`src/rtl/bp_pkg.sv`:
```
// ----------------------------------------------------------------------------
// bp_pkg
// Shared definitions for the gshare/BTB branch predictor:
//   - PHT counter constants (weakly-not-taken reset value, saturation ceiling)
//   - PHT index mode enumeration
//   - two-bit saturating counter helpers
// No ports (package).
// ----------------------------------------------------------------------------
package bp_pkg;

  localparam logic [1:0] PHT_WNT = 2'b01;
  localparam logic [1:0] PHT_MAX = 2'b11;

  typedef enum logic {
    IDX_GLOBAL = 1'b0,
    IDX_GSHARE = 1'b1
  } idx_mode_e;

  function automatic logic [1:0] sat_inc2(input logic [1:0] cnt);
    return (cnt == PHT_MAX) ? PHT_MAX : cnt + 2'b01;
  endfunction

  function automatic logic [1:0] sat_dec2(input logic [1:0] cnt);
    return (cnt == 2'b00) ? 2'b00 : cnt - 2'b01;
  endfunction

endpackage

```
`src/rtl/btb_lru_cam.sv`:
```
// ----------------------------------------------------------------------------
// btb_lru_cam
// Fully associative branch target buffer with true-LRU replacement.
// Ports:
//   clk_i        clock
//   rst_ni       synchronous active-low reset
//   lookup_pc_i  fetch PC to match against stored tags
//   hit_o        a valid entry matches lookup_pc_i
//   target_o     target of the matching entry, zero on miss
//   wr_en_i      train with a taken branch this cycle
//   wr_pc_i      branch PC (tag) being trained
//   wr_target_i  resolved target written into the entry
// ----------------------------------------------------------------------------
module btb_lru_cam #(
  parameter int ADDR_W  = 32,
  parameter int ENTRIES = 4
) (
  input  logic              clk_i,
  input  logic              rst_ni,
  input  logic [ADDR_W-1:0] lookup_pc_i,
  output logic              hit_o,
  output logic [ADDR_W-1:0] target_o,
  input  logic              wr_en_i,
  input  logic [ADDR_W-1:0] wr_pc_i,
  input  logic [ADDR_W-1:0] wr_target_i
);

  localparam int AW = $clog2(ENTRIES);
  localparam logic [AW-1:0] AGE_OLDEST = AW'(ENTRIES - 1);

  logic [ENTRIES-1:0] valid_q, valid_d;
  logic [ADDR_W-1:0]  tag_q    [ENTRIES];
  logic [ADDR_W-1:0]  tag_d    [ENTRIES];
  logic [ADDR_W-1:0]  target_q [ENTRIES];
  logic [ADDR_W-1:0]  target_d [ENTRIES];
  logic [AW-1:0]      age_q    [ENTRIES];
  logic [AW-1:0]      age_d    [ENTRIES];

  logic          match_found_s, free_found_s;
  logic [AW-1:0] match_idx_s, free_idx_s, lru_idx_s, sel_idx_s, old_age_s;

  // Lookup: tags are unique, so OR-ing masked targets yields the single match.
  always_comb begin
    hit_o    = 1'b0;
    target_o = {ADDR_W{1'b0}};
    for (int i = 0; i < ENTRIES; i++) begin
      hit_o    = hit_o | (valid_q[i] & (tag_q[i] == lookup_pc_i));
      target_o = target_o | (target_q[i] & {ADDR_W{valid_q[i] & (tag_q[i] == lookup_pc_i)}});
    end
  end

  // Training slot: existing tag, else lowest invalid entry, else the oldest one.
  always_comb begin
    match_found_s = 1'b0;
    free_found_s  = 1'b0;
    match_idx_s   = {AW{1'b0}};
    free_idx_s    = {AW{1'b0}};
    lru_idx_s     = {AW{1'b0}};
    // Scan downwards so the lowest-index free entry is the last one recorded.
    for (int i = ENTRIES - 1; i >= 0; i--) begin
      match_found_s = match_found_s | (valid_q[i] & (tag_q[i] == wr_pc_i));
      match_idx_s   = (valid_q[i] && (tag_q[i] == wr_pc_i)) ? AW'(i) : match_idx_s;
      free_found_s  = free_found_s | ~valid_q[i];
      free_idx_s    = (!valid_q[i]) ? AW'(i) : free_idx_s;
      // Ages are a permutation, so the oldest entry carries age ENTRIES-1.
      lru_idx_s     = (age_q[i] == AGE_OLDEST) ? AW'(i) : lru_idx_s;
    end
    sel_idx_s = match_found_s ? match_idx_s : (free_found_s ? free_idx_s : lru_idx_s);
    old_age_s = age_q[sel_idx_s];
  end

  // Next state: write the selected slot, make it MRU, age the younger entries.
  always_comb begin
    valid_d  = valid_q;
    tag_d    = tag_q;
    target_d = target_q;
    age_d    = age_q;
    if (wr_en_i) begin
      for (int i = 0; i < ENTRIES; i++) begin
        if (AW'(i) == sel_idx_s) begin
          valid_d[i]  = 1'b1;
          tag_d[i]    = wr_pc_i;
          target_d[i] = wr_target_i;
          age_d[i]    = {AW{1'b0}};
        end else if (age_q[i] < old_age_s) begin
          age_d[i] = age_q[i] + AW'(1);
        end else begin
          age_d[i] = age_q[i];
        end
      end
    end else begin
      valid_d = valid_q;
    end
  end

  // State registers with synchronous reset; initial ages form the permutation 0..N-1.
  always_ff @(posedge clk_i) begin
    if (!rst_ni) begin
      valid_q <= {ENTRIES{1'b0}};
      for (int i = 0; i < ENTRIES; i++) begin
        tag_q[i]    <= {ADDR_W{1'b0}};
        target_q[i] <= {ADDR_W{1'b0}};
        age_q[i]    <= AW'(i);
      end
    end else begin
      valid_q  <= valid_d;
      tag_q    <= tag_d;
      target_q <= target_d;
      age_q    <= age_d;
    end
  end

endmodule

```
`src/rtl/gshare_btb_predictor.sv`:
```
// ----------------------------------------------------------------------------
// gshare_btb_predictor
// Fetch-stage branch predictor (global history / gshare PHT plus LRU BTB)
// trained from the execute stage.
// Ports:
//   CLK, RESET             clock, synchronous active-low reset
//   pc_f                   fetch PC
//   hit_f, pred_taken_f    BTB hit, PHT counter MSB
//   pred_redirect_f        redirect fetch (hit and predicted taken)
//   pred_target_f          predicted target, zero on miss
//   pred_idx_f             PHT index used, carried to execute
//   upd_*_e                execute-stage resolution of a branch
//   mispredict_e           resolution disagrees with the carried prediction
//   br_cnt, mp_cnt         saturating branch / mispredict counters
//   ghr                    global history register
// ----------------------------------------------------------------------------
module gshare_btb_predictor
  import bp_pkg::*;
#(
  parameter int ADDR_W      = 32,
  parameter int GHR_W       = 3,
  parameter int BTB_ENTRIES = 4,
  parameter int INDEX_MODE  = 1,
  parameter int STAT_W      = 16
) (
  input  logic              CLK,
  input  logic              RESET,
  input  logic [ADDR_W-1:0] pc_f,
  output logic              hit_f,
  output logic              pred_taken_f,
  output logic              pred_redirect_f,
  output logic [ADDR_W-1:0] pred_target_f,
  output logic [GHR_W-1:0]  pred_idx_f,
  input  logic              upd_valid_e,
  input  logic              upd_taken_e,
  input  logic [ADDR_W-1:0] upd_pc_e,
  input  logic [ADDR_W-1:0] upd_target_e,
  input  logic [GHR_W-1:0]  upd_idx_e,
  input  logic              upd_pred_redirect_e,
  input  logic [ADDR_W-1:0] upd_pred_target_e,
  output logic              mispredict_e,
  output logic [STAT_W-1:0] br_cnt,
  output logic [STAT_W-1:0] mp_cnt,
  output logic [GHR_W-1:0]  ghr
);

  localparam int PHT_N = 1 << GHR_W;
  localparam idx_mode_e MODE = idx_mode_e'(INDEX_MODE[0]);
  localparam logic [STAT_W-1:0] STAT_MAX = {STAT_W{1'b1}};

  logic [GHR_W-1:0]  ghr_q, ghr_d;
  logic [1:0]        pht_q [PHT_N];
  logic [1:0]        pht_d [PHT_N];
  logic [STAT_W-1:0] br_cnt_q, br_cnt_d, mp_cnt_q, mp_cnt_d;
  logic [GHR_W-1:0]  idx_s;

  // Fetch-side PHT index; gshare folds in word-aligned PC bits.
  always_comb begin
    if (MODE == IDX_GSHARE) begin
      idx_s = ghr_q ^ pc_f[GHR_W+1:2];
    end else begin
      idx_s = ghr_q;
    end
  end

  assign pred_idx_f      = idx_s;
  assign pred_taken_f    = pht_q[idx_s][1];
  assign pred_redirect_f = hit_f & pred_taken_f;

  btb_lru_cam #(
    .ADDR_W  (ADDR_W),
    .ENTRIES (BTB_ENTRIES)
  ) u_btb (
    .clk_i       (CLK),
    .rst_ni      (RESET),
    .lookup_pc_i (pc_f),
    .hit_o       (hit_f),
    .target_o    (pred_target_f),
    .wr_en_i     (upd_valid_e & upd_taken_e),
    .wr_pc_i     (upd_pc_e),
    .wr_target_i (upd_target_e)
  );

  assign mispredict_e = upd_valid_e &
                        ((upd_taken_e != upd_pred_redirect_e) |
                         (upd_taken_e & (upd_target_e != upd_pred_target_e)));

  // History, PHT and statistics next state; PHT uses the index carried from fetch.
  always_comb begin
    ghr_d    = ghr_q;
    pht_d    = pht_q;
    br_cnt_d = br_cnt_q;
    mp_cnt_d = mp_cnt_q;
    if (upd_valid_e) begin
      // Shift form stays legal for GHR_W == 1.
      ghr_d = (ghr_q << 1) | GHR_W'(upd_taken_e);
      if (upd_taken_e) begin
        pht_d[upd_idx_e] = sat_inc2(pht_q[upd_idx_e]);
      end else begin
        pht_d[upd_idx_e] = sat_dec2(pht_q[upd_idx_e]);
      end
      br_cnt_d = (br_cnt_q == STAT_MAX) ? STAT_MAX : br_cnt_q + STAT_W'(1);
      if (mispredict_e) begin
        mp_cnt_d = (mp_cnt_q == STAT_MAX) ? STAT_MAX : mp_cnt_q + STAT_W'(1);
      end else begin
        mp_cnt_d = mp_cnt_q;
      end
    end else begin
      ghr_d = ghr_q;
    end
  end

  // State registers; reset takes priority over a same-cycle update.
  always_ff @(posedge CLK) begin
    if (!RESET) begin
      ghr_q    <= {GHR_W{1'b0}};
      br_cnt_q <= {STAT_W{1'b0}};
      mp_cnt_q <= {STAT_W{1'b0}};
      for (int i = 0; i < PHT_N; i++) begin
        pht_q[i] <= PHT_WNT;
      end
    end else begin
      ghr_q    <= ghr_d;
      pht_q    <= pht_d;
      br_cnt_q <= br_cnt_d;
      mp_cnt_q <= mp_cnt_d;
    end
  end

  assign ghr    = ghr_q;
  assign br_cnt = br_cnt_q;
  assign mp_cnt = mp_cnt_q;

endmodule
```
`config.mk`:
```
export PLATFORM = sky130hd
export DESIGN_NAME = gshare_btb_predictor
export DESIGN_NICKNAME = d
export VERILOG_FILES = /design/src/rtl/bp_pkg.sv /design/src/rtl/btb_lru_cam.sv /design/src/rtl/gshare_btb_predictor.sv
export SDC_FILE = /design/constraint.sdc
export NUM_CORES = 1
export LEC_CHECK = 0
export CAP_MARGIN = 20
export CORE_ASPECT_RATIO = 0.7
export CORE_UTILIZATION = 50
export CTS_CLUSTER_DIAMETER = 50
export DETAILED_ROUTE_END_ITERATION = 12
export GPL_TIMING_DRIVEN = 0
export PLACE_DENSITY = 0.73
export SETUP_SLACK_MARGIN = 0.02
export SYNTH_ARGS = -nofsm -noshare
export SYNTH_HDL_FRONTEND = slang
export SYNTH_HIERARCHICAL = 1
export SYNTH_SLANG_ARGS = --single-unit
```
`constraint.sdc`:
```
create_clock -name CLK -period 11.8 [get_ports CLK]
set_clock_uncertainty 0.2 [all_clocks]
set_input_delay 2.36 -clock CLK [delete_from_list [all_inputs] [get_ports CLK]]
set_output_delay 2.36 -clock CLK [all_outputs]
set_load 0.1 [all_outputs]
```
==> flow_metrics.py <==
metrics = {
    "timing": {
        "setup_viol": 0,
        "fin_crit_ps": 10410,
        "finalHoldViolations": 0,
        "rsz0062_at_grt": "false",
        "tightest_slew_ps": 1080,
        "fin_setup_tns_ps": 0,
        "slew_viol_final": 0,
        "period_share": 0.882,
        "setup_ws_ps": 1390,
        "max_freq_ghz": 0.0961,
        "slew_headroom": 0.282,
    },
    "detailed_routing": {
        "firstDrtPassIters": 8,
        "via_count": 16238,
        "routedWlPerCell_um": 23.5,
        "drt_wl_total_mm": 63.3,
        "drc_errors": 0,
        "vias_per_cell": 6.03,
        "final_antenna_net_count": 0,
        "drtIter0Drc": 2093,
    },
    "synthesis": {
        "syn_inst": 2050,
        "synth_edf_count": 0,
        "synthArstFlopShare": 0,
        "synth_cell_type_count": 74,
        "syn_nets": 2192,
        "postSynthAreaPerCell_um2": 7.96,
        "postSynth.topFlopCell": "dfxtp_1",
        "ys_seq_area_frac": 0.391,
        "yosysWarnings": 6,
        "ys_ff_latch": 319,
        "syn-cell-area_um2": 16300,
    },
    "clocking": {
        "cts_made_buffers": 35,
        "cts_sinks": 319,
        "cts_resized": 0,
        "cts_hold_buf": 0,
        "cts_tree": "built",
        "h-tree-depth": 2,
        "clkLatencyLatePin_ps": 550,
        "cts_setup_buffers": 0,
        "cts-root-buf": "clkbuf_16",
        "clk_path_buf_depth": 3,
        "path_clk_slew_ps": 60,
    },
    "die": {
        "rows": 54,
        "core_um2": 31600,
        "ios": 210,
        "die_x_um": 218,
        "dieArea_um2": 33400,
        "start_util": 0.516,
        "fp.dieH_um": 153,
    },
    "run": {
        "cap_violations": 0,
    },
    "placement": {
        "io_buffers": 157,
        "place_inst": 2629,
        "hpwl_mm": 47.7,
        "place_congestion": 1.01,
        "pre_cts_ws_ps": 1650,
    },
    "grt": {
        "antenna_found_initial": 0,
        "grt_pass1_vias": 14700,
        "grtUsageTotal": 0.372,
        "grt_pass1_wl_mm": 93.3,
        "grt_max_degree": 14,
        "global_route.overflow_total": 0,
    },
    "power": {
        "p_comb_frac": 0.120,
        "swShare": 0.269,
        "p_sw_uw": 693,
        "p_seq_frac": 0.433,
        "clkPwrFrac": 0.447,
        "leakage_nw": 6.83,
        "power.density_nw_per_um2": 131,
        "irDropWorstVdd_v": 0.000122,
        "intPower_mw": 1.89,
        "finalPower_mw": 2.58,
    },
    "worst_setup_path": {
        "crit_fanout": 10,
        "crit_type": "in -> out",
        "critPathLaunchType": "input port",
        "arrival_ps": 7850,
        "required_ps": 9240,
        "endpoint_kind": "output pin",
    },
    "cells_and_area": {
        "final_cells": 2691,
        "finalNetCount": 2388,
        "drive_gt1_frac": 0.0590,
        "syn2layout_area_growth_pct": 20.3,
    },
    "min_path": {
        "hp-class": "reg -> reg",
    },
    "run_status": {
        "status": "complete, no violations",
    },
}
power by group through the flow:
stage	registers (mW)	logic (mW)	clock network, mW
after floorplan	1.15	0.162	0
after global placement	1.14	0.297	0
after detailed placement	1.14	0.299	0
after CTS	1.12	0.301	1.16
after global routing	1.12	0.323	1.20
final	1.12	0.310	1.15
metal layers:
layer	up-vias	global-route usage	wire [um]
li1	7370	-	-
met1	7858	0.561	28600
met5	-	0	0
met2	917	0.521	25900
met3	93	0.0977	7650
met4	0	0.0856	1200
critical path, stage by stage:
cell,delay (ps)
clkdlybuf4s50_1,510
clkbuf_1,230
xnor2_1,530
nand4_1,240
nor4_1,500
nand4_1,180
nor4_2,910
clkbuf_1,730
or4_1,360
and2_1,160
clkdlybuf4s50_1,1120
cells by family after synthesis:
logic type	after synthesis	synth area share
simple gates	770	0.206
compound gates	446	0.165
flops	319	0.391
xor+xnor	299	0.161
buf+inv	187	0.0525
mux	22	0.0196
fa+ha+maj	7	0.00529
through the flow:
step           utilization  area, um2  hold slack, ps
2_1_floorplan            -      16300             236
3_3_place_gp         0.582      18400             241
3_5_place_dp         0.583      18400             247
4_1_cts              0.621      19600             255
5_1_grt              0.621      19600             268
6_report             0.621      19600             255
final cells by class:
cell class | count | area [um2]
clock inverter | 13 | 189
sequential | 319 | 6390
clock buffer | 48 | 996
multi-input combinational | 1544 | 9090
buffer | 167 | 781
timing repair buffer | 159 | 1580
antenna | 1 | 2.50
inverter | 20 | 75.1
fill | 2884 | 12000
tap | 420 | 526
synth_stat cells, drive strengths merged, types with 11 or more instances:
cell    count  area [um2]
nor2       44         173
a221o      32         320
buf        66         400
dfxtp     319        6390
inv        19        71.3
nor4       42         278
nand4      46         294
nor3       29         145
mux2i      11         114
clkbuf    101         380
xor2      140        1230
a22o       32         280
and3       11        68.8
a21oi     308        1550
nand3      32         160
o21ai      20         104
nand2     534        2000
xnor2     159        1390
layout by cell type (no fill, tap or decap), types with 5 or more instances in the layout:
| cell | n |
|---|---|
| mux2i_1 | 10 |
| or3_1 | 7 |
| buf_1 | 13 |
| buf_6 | 13 |
| nor2_1 | 43 |
| ha_1 | 6 |
| xor2_1 | 140 |
| clkdlybuf4s50_1 | 157 |
| and3_1 | 11 |
| inv_1 | 18 |
| nor3_1 | 29 |
| a21oi_1 | 307 |
| clkbuf_16 | 36 |
| clkbuf_1 | 107 |
| buf_2 | 39 |
| dfxtp_1 | 319 |
| a31oi_1 | 10 |
| a22o_1 | 32 |
| a221o_1 | 32 |
| nand2_1 | 534 |
| nand3_1 | 32 |
| nand4_1 | 45 |
| xnor2_1 | 159 |
| o21ai_0 | 18 |
| and2_1 | 5 |
| nor4_1 | 38 |
| a311oi_1 | 5 |
| clkbuf_8 | 5 |
flip-flops by register name (all words and copies together) (netlist names):
register,flops
br_cnt,16
ghr,3
mp_cnt,16
pht_q,16
u_btb/age_q,8
u_btb/tag_q,128
u_btb/target_q,128
u_btb/valid_q,4
path summary, 6_finish.rpt:
| check | from | slack, ps | cells after the start | to |
|---|---|---|---|---|
| max reg2reg | u_btb/tag_q[50] | 7130 | 11 | u_btb/tag_q[126] |
| min | u_btb/target_q[127] | 260 | 2 | u_btb/target_q[127] |
| max | pc_f[3] | 1390 | 11 | pred_redirect_f |
| min reg2reg | u_btb/target_q[127] | 260 | 2 | u_btb/target_q[127] |
No activity file was read; power rests on OpenSTA's default activity.
